### src/rtl/sw_debounce_pkg.sv
// Shared definitions for the switch debouncer: FSM encodings and CNT_MAX defaults.
package sw_debounce_pkg;

   // Per-bit FSM state encodings
   localparam logic [0:0] ST_STABLE   = 1'b0;
   localparam logic [0:0] ST_SETTLING = 1'b1;

   // 10 ms at 100 MHz for hardware builds; a short window keeps simulation fast
   localparam int CNT_MAX_SYN = 1_000_000;
   localparam int CNT_MAX_SIM = 4;

endpackage

### src/rtl/debounce_bit.sv
// Single switch bit: synchroniser chain, settle counter, two-state FSM and edge pulses.
module debounce_bit
   import sw_debounce_pkg::*;
#(
   parameter int CNT_MAX     = CNT_MAX_SYN,
   parameter int SYNC_STAGES = 2
) (
   input  logic clk,
   input  logic rst,
   input  logic sw_in,
   output logic sw_out,
   output logic sw_rise,
   output logic sw_fall,
   output logic accept
);

   localparam int             CW       = $clog2(CNT_MAX);
   localparam logic [CW-1:0]  CNT_LAST = CW'(CNT_MAX - 1);

   logic [SYNC_STAGES-1:0] sync;
   logic                   s;
   logic [0:0]             state;
   logic [CW-1:0]          cnt;

   assign s = sync[SYNC_STAGES-1];

   // Accept fires on the edge that completes CNT_MAX consecutive differing samples;
   // exported so the top can register the OR of all pulses in the same cycle.
   assign accept = (state == ST_SETTLING) && (s != sw_out) && (cnt == CNT_LAST);

   // Synchroniser: shift the raw pin into the clock domain
   always_ff @(posedge clk) begin
      if (!rst) sync <= '0;
      else      sync <= {sync[SYNC_STAGES-2:0], sw_in};
   end

   // Settle FSM: qualify a new level, bounce-back restarts from zero
   always_ff @(posedge clk) begin
      if (!rst) begin
         state   <= ST_STABLE;
         cnt     <= '0;
         sw_out  <= 1'b0;
         sw_rise <= 1'b0;
         sw_fall <= 1'b0;
      end else begin
         sw_rise <= 1'b0;
         sw_fall <= 1'b0;
         case (state)
            ST_STABLE: begin
               if (s != sw_out) begin
                  state <= ST_SETTLING;
                  cnt   <= CW'(1);
               end else begin
                  cnt <= '0;
               end
            end
            ST_SETTLING: begin
               if (s == sw_out) begin
                  state <= ST_STABLE;
                  cnt   <= '0;
               end else if (accept) begin
                  sw_out  <= s;
                  sw_rise <= s;
                  sw_fall <= ~s;
                  cnt     <= '0;
                  state   <= ST_STABLE;
               end else begin
                  cnt <= cnt + CW'(1);
               end
            end
         endcase
      end
   end

endmodule

### src/rtl/sw_debounce.sv
// Switch conditioner: WIDTH independent debounce_bit lanes plus a registered any-change flag.
module sw_debounce
   import sw_debounce_pkg::*;
#(
   parameter int WIDTH       = 8,
   parameter int CNT_MAX     = CNT_MAX_SYN,
   parameter int SYNC_STAGES = 2
) (
   input  logic             clk,
   input  logic             rst,
   input  logic [WIDTH-1:0] sw_in,
   output logic [WIDTH-1:0] sw_out,
   output logic [WIDTH-1:0] sw_rise,
   output logic [WIDTH-1:0] sw_fall,
   output logic             sw_changed
);

   logic [WIDTH-1:0] accept;

   for (genvar i = 0; i < WIDTH; i++) begin : g_bit
      debounce_bit #(
         .CNT_MAX     (CNT_MAX),
         .SYNC_STAGES (SYNC_STAGES)
      ) u_bit (
         .clk     (clk),
         .rst     (rst),
         .sw_in   (sw_in[i]),
         .sw_out  (sw_out[i]),
         .sw_rise (sw_rise[i]),
         .sw_fall (sw_fall[i]),
         .accept  (accept[i])
      );
   end

   // Any-change flag registered from the same accept terms that load the pulses
   always_ff @(posedge clk) begin
      if (!rst) sw_changed <= 1'b0;
      else      sw_changed <= |accept;
   end

endmodule
### config.mk
export PLATFORM = sky130hd
export DESIGN_NAME = sw_debounce
export DESIGN_NICKNAME = d
export VERILOG_FILES = /design/src/rtl/sw_debounce_pkg.sv /design/src/rtl/debounce_bit.sv /design/src/rtl/sw_debounce.sv
export SDC_FILE = /design/constraint.sdc
export NUM_CORES = 1
export LEC_CHECK = 0
export BUFFER_PORTS_ARGS = -buffer_cell sky130_fd_sc_hd__buf_2
export CAP_MARGIN = 20
export CORE_MARGIN = 5
export CORE_UTILIZATION = 66
export DETAILED_ROUTE_END_ITERATION = 8
export PLACE_DENSITY = 0.84
export SETUP_SLACK_MARGIN = 0.15
export SKIP_CTS_REPAIR_TIMING = 1
export SLEW_MARGIN = 20
export SYNTH_ARGS = -nofsm -noshare
export SYNTH_HDL_FRONTEND = slang
export SYNTH_SLANG_ARGS = --single-unit
### constraint.sdc
create_clock -name clk -period 5.22 [get_ports clk]
set_clock_uncertainty 0.2 [all_clocks]
set_input_delay 0.783 -clock clk [delete_from_list [all_inputs] [get_ports clk]]
set_output_delay 0.783 -clock clk [all_outputs]
set_load 0.1 [all_outputs]
# After elaboration in Yosys (flattened, before gate mapping)
# Cells that the tools add are included.
# W data, S select, Z words.
[word_totals] inputBits=10 output_inout_bits=25 wordCells=211 regBits=209
[op_classes] addsub=8 n_mux=64 bitwise=33 reduce_logical=33 n_eq_ne=24
[ops] operator="$mux W20" n=16
[ops] operator="$pmux W20 S2" n=8
[ops] operator="$add A20 B1 Y20 const B" n=8
[ops] operator="$eq A20 B20 Y1 const B" n=8
[ops] operator="$not A1 Y1" n=33
[ops] operator="$mux W1" n=32
[ops] operator="$reduce_or A4 Y1" n=8
[ops] operator="$reduce_and A3 Y1" n=8
[ops] operator="$logic_and A1 B1 Y1" n=16
[ops] operator="$pmux W1 S2" n=8
[ops] operator="$eq A1 B1 Y1" n=8
[ops] operator="$ne A1 B1 Y1" n=8
[ops] operator="$reduce_or A8 Y1" n=1

# Logic depth before layout (Yosys ltp)
[logic_depth] depth_word=6 depth_mapped=8 depth_no_buf=5

# Modules after synthesis
# From an unflattened synthesis, not the netlist that was laid out.
[unflattened] cells_unflattened=1026 hier_area_um2=9405.3
[by_module_without_submodules] mod="debounce_bit at g_bit[0].u_bit ..." seq_area_each_um2=520.5 area_each_um2=1163.6 cells_per_inst=127 instances=7
[by_module_without_submodules] mod="debounce_bit at g_bit[7].u_bit" seq_area_each_um2=520.5 area_each_um2=1219.9 cells_per_inst=133 instances=1
[by_module_without_submodules] mod="sw_debounce" seq_area_each_um2=20.0 area_each_um2=40.0 cells_per_inst=4 instances=1

# Worst setup path after synthesis
# No wires, ideal clock.
[synth_timing] path_type="input-to-reg" start="input rst" end="register g_bit[5].u_bit.cnt[10]" arrival_ns=1.924 setup_time_ns=0.065 slack_ns=3.031 t_required_ns=4.955 stages=5 path_buffers=3 cell_sequence="clkbuf_1 > clkbuf_1 > o2111ai_2 > clkbuf_1 > nor2_1"
[synth_lines] item="start: declaration" line_no="sw_debounce.sv:10" source="input logic rst,"
[synth_lines] item="end signal: assignment" line_no="debounce_bit.sv:68" source="cnt <= cnt + CW'(1);"
[synth_lines] item="end: declaration" line_no="debounce_bit.sv:23" source="logic [CW-1:0] cnt;"

# Worst setup path after layout
[layout_timing] start="register g_bit[7].u_bit.cnt[7]" end="register g_bit[7].u_bit.cnt[10]"
[layout_via] elab_chain_len=5 word_cells_on_any_way=6 cone_classes="add/sub (1); eq/ne (1); mux (3); reduce/logical (1)"
[layout_rtl] item="start: declaration" line_no="debounce_bit.sv:23"
[layout_rtl] item="start signal: assignment" line_no="debounce_bit.sv:68"
[layout_rtl] item="branches (longest 2 deep; another with $add A20 B1 Y20)"
[layout_rtl] item="$mux W20 (*)" line_no="debounce_bit.sv:61" source="end else if (accept) begin"
[layout_rtl] item="$mux W20 (*)" line_no="debounce_bit.sv:58" source="if (s == sw_out) begin"
[layout_rtl] item="$pmux W20 S2 (*)" line_no="debounce_bit.sv:48" source="case (state)"
# Mark *: on every way between the ends.
# A chain may end at the register's enable or synchronous reset.

==> key figures <==
Cells and area
  • Fill cells: 1017
  • Layout Nets: roughly 1100
  • Share of cells above drive strength 1: between 7 and 8%
  • Register area: around 4200 um2
  • Layout area overhead: 8.85%
  • Final cell count without fillers: roughly 1200
  • Final core utilization: a little over 70%
  • Multi-input logic area: around 4600 um2
  • Final instance area: 10100 um2

Power
  • Sw frac: around 20%
  • Pleak: around 3.2 nW
  • Max VDD drop: ~0.28 mV
  • Pwr/cell area: around 310 nW/um2
  • Combinational power share: less than 1%
  • Sequential Power Share: 50.8%
  • NetSw: 0.000634 W
  • Internal power: 0.00253 W
  • Clock share of power: roughly half

Place
  • DP Area: approximately 9300 um2
  • PortBufs: 34
  • HPWL after DPL: 12300 um
  • Routability cong.: slightly above 0.8
  • Placed cells: around 1200

Setup path
  • R2R depth: 4
  • Worst-path cell chain: or4_1 -> nor4_1 -> a211o_1 -> nor2_1
  • CP Data Arrival Time: roughly 2.7 ns
  • R2r startpoint: g_bit[7].u_bit.cnt[7]$_SDFF_PP0_
  • Crit path max fanout: 19
  • Crit path buf inv count: 0
  • Worst stage delay on the critical path: between 0.6 and 0.7 ns
  • R2r endpoint: g_bit[7].u_bit.cnt[10]$_SDFF_PP0_
  • Endpoint class of the critical path: flip-flop
  • Crit path required time: ~5.4 ns
  • Slowest stage cell, crit path: a211o_1
  • Cell family with most CP delay: simple AND/OR/NAND/NOR gates
  • FF-to-FF setup slack: about 2.7 ns
  • CP startpoint kind: flip-flop
  • Crit Path Class: flip-flop to flip-flop

Hold path
  • Hold Startpoint: g_bit[0].u_bit.sync[0]$_SDFF_PN0_
  • Min-Delay Path Depth: 1
  • Hold Path Sink: g_bit[0].u_bit.sync[1]$_SDFF_PN0_
  • Hold Path Class: flip-flop to flip-flop

Detailed routing
  • WL/cell: 14.8 um
  • DRT antenna net count: 0
  • Final WL: roughly 19000 um
  • Via count: approximately 7500
  • DR pass1 iterations: 5
  • DR iter-0 viols: between 400 and 500
  • Number of vias per cell: between 5 and 6
  • DRC viols: 0

Clock tree
  • Cts bufs inserted: 22
  • Clk root buf: clkbuf_16
  • CTS tree: done
  • Worst-path clk slew: 0.06 ns
  • Clk buf depth: 3
  • Sink Count: about 210
  • H-Tree Level Count: 1
  • Later-pin clock latency in the skew report: 0.50 ns

Yosys
  • Asr flop ratio synth: 0%
  • Top post-synthesis cells by count: dfxtp_1 (209), nor2_1 (115), a21oi_1 (70), nand2_1 (70), nand3_1 (52)
  • Post-Syn Instances: about 1000
  • Post-synthesis area per instance: 8.82 um2
  • Distinct cells, synth: 45
  • EDFF count, synth: 0
  • Seq/Total Area, Yosys: between 40% and 50%
  • Post-synth top area share: 45.3%
  • Cell with the most instances after synthesis: dfxtp_1
  • Cell taking the most area after synthesis: dfxtp_1
  • Largest cells by area after synthesis: dfxtp_1 (45%), xnor2_1 (4.8%), nor2_1 (4.7%)
  • Post-Syn Nets: around 1100
  • Synth warnings: 0
  • Ys flop type: dfxtp_1
  • Synthesized flop and latch total: between 200 and 250
  • Cell Area, Synth: approximately 9200 um2

Die
  • Core Region: between 10000 and 15000 um2
  • Die W: 128 um
  • Area of the die: roughly 16000 um2
  • Initial Util: approximately 67%
  • Row count: 43
  • Chip Height: 128 um
  • Num ports: 35

Timing
  • Period minus WS final: 2.56 ns
  • Slew @ Worst Pin: about 0.88 ns
  • Count of final setup violators: 0
  • Final hold violations: 0
  • Worst slew margin: around two fifths
  • RSZ-0062 raised after global routing: false
  • Tcrit/Tclk final: slightly below 50%
  • TNS Setup: 0 ns
  • Worst hold slack: 0.231 ns
  • FMAX: 390 MHz
  • Slew Limit Fails: 0

Run status
  • Status: complete, no violations

GRT
  • Number of global-route vias before repair: approximately 7000
  • Total gr overflow: 0
  • First-pass GRT wire length: around 32000 um
  • Initial antenna violation count: 1
  • Overall routing resource usage: 22.7%
  • Largest net degree at the start of global routing: 43

Run
  • Max cap viols: 0
## sequential cells by signal, summed over array words and instances (netlist names)
signal / count
g_bit.u_bit.cnt: 160
g_bit.u_bit.state: 8
g_bit.u_bit.sw_fall: 8
g_bit.u_bit.sw_out: 8
g_bit.u_bit.sw_rise: 8
g_bit.u_bit.sync: 16
sw_changed: 1
## per-stage QoR
stage                     power (W)  worst slack, ns
final                       0.00317             2.66
after global routing        0.00327             2.48
after CTS                   0.00320             2.65
after detailed placement    0.00167             2.63
after global placement      0.00167             2.67
after floorplan             0.00166             3.03
## layout by cell type (no fill, tap or decap), types with 8 or more instances in the layout
master	netlist	routed
buf_2	4	34
and4_1	21	21
xor2_1	47	47
nand2_1	70	70
nor3_1	20	20
or3_1	33	33
nand3_1	52	52
nor4_1	19	19
nor4b_1	14	14
xnor2_1	51	51
clkbuf_16	0	23
inv_1	36	36
or4_1	29	29
and3_1	18	18
nand4_1	48	48
o31ai_1	24	24
o21ai_0	34	34
ha_1	8	8
and4b_1	10	10
dfxtp_1	209	209
nor2_1	115	115
and2_1	25	25
a21oi_1	70	70
## layer usage
| layer | track usage (%) | up-vias | share of wire, % |
|---|---|---|---|
| li1 | - | 3755 | - |
| met1 | 30.7 | 3503 | 47 |
| met2 | 37.9 | 156 | 47 |
| met3 | 3.53 | 39 | 4.4 |
| met4 | 6.43 | 0 | 2.3 |
| met5 | 0 | - | 0 |
## worst max-delay path by stage
| stage | start | endpoint | slack (ns) | depth (start not counted) |
|---|---|---|---|---|
| floorplan | rst | g_bit[5].u_bit.cnt[10]$_SDFF_PP0_ | 3.03 | 5 |
| CTS | g_bit[7].u_bit.cnt[7]$_SDFF_PP0_ | g_bit[7].u_bit.cnt[10]$_SDFF_PP0_ | 2.65 | 4 |
| global route | g_bit[7].u_bit.cnt[7]$_SDFF_PP0_ | g_bit[7].u_bit.cnt[2]$_SDFF_PP0_ | 2.48 | 4 |
| finish | g_bit[7].u_bit.cnt[7]$_SDFF_PP0_ | g_bit[7].u_bit.cnt[10]$_SDFF_PP0_ | 2.66 | 4 |
| global placement | rst | g_bit[6].u_bit.sw_rise$_SDFF_PP0_ | 2.67 | 3 |
| detailed placement | rst | g_bit[5].u_bit.cnt[17]$_SDFF_PP0_ | 2.63 | 3 |
## logic make-up (layout without fill, tap and decap cells)
kind of cell / after synthesis / count (layout) / synth area share, %
and+or+nand+nor: 493 / 493 / 29.5
DFF: 209 / 209 / 45.3
AOI/OAI and AO/OA: 151 / 151 / 10.1
xor gates and xnor gates: 98 / 98 / 9.29
buffers and inverters: 89 / 109 / 4.72
adders and majority gates: 8 / 8 / 1.08
other: 0 / 1 / 0
## power by group through the flow
stage          registers (W)   logic, W  clock network (W)
6_report             0.00161  0.0000269            0.00153
5_1_grt              0.00161  0.0000309            0.00163
4_1_cts              0.00161  0.0000271            0.00156
3_5_place_dp         0.00165  0.0000266                  0
3_3_place_gp         0.00165  0.0000256                  0
2_1_floorplan        0.00164  0.0000192                  0
## area by class of cell
cell class	instances	area share [%]
antenna	1	0.0249
clock buffer	31	6.52
clock inverter	7	0.622
inverter	37	1.38
multi-input combinational	750	45.9
sequential	209	41.6
tap	180	2.24
timing repair buffer	34	1.69
No activity file was read; power rests on OpenSTA's default activity.
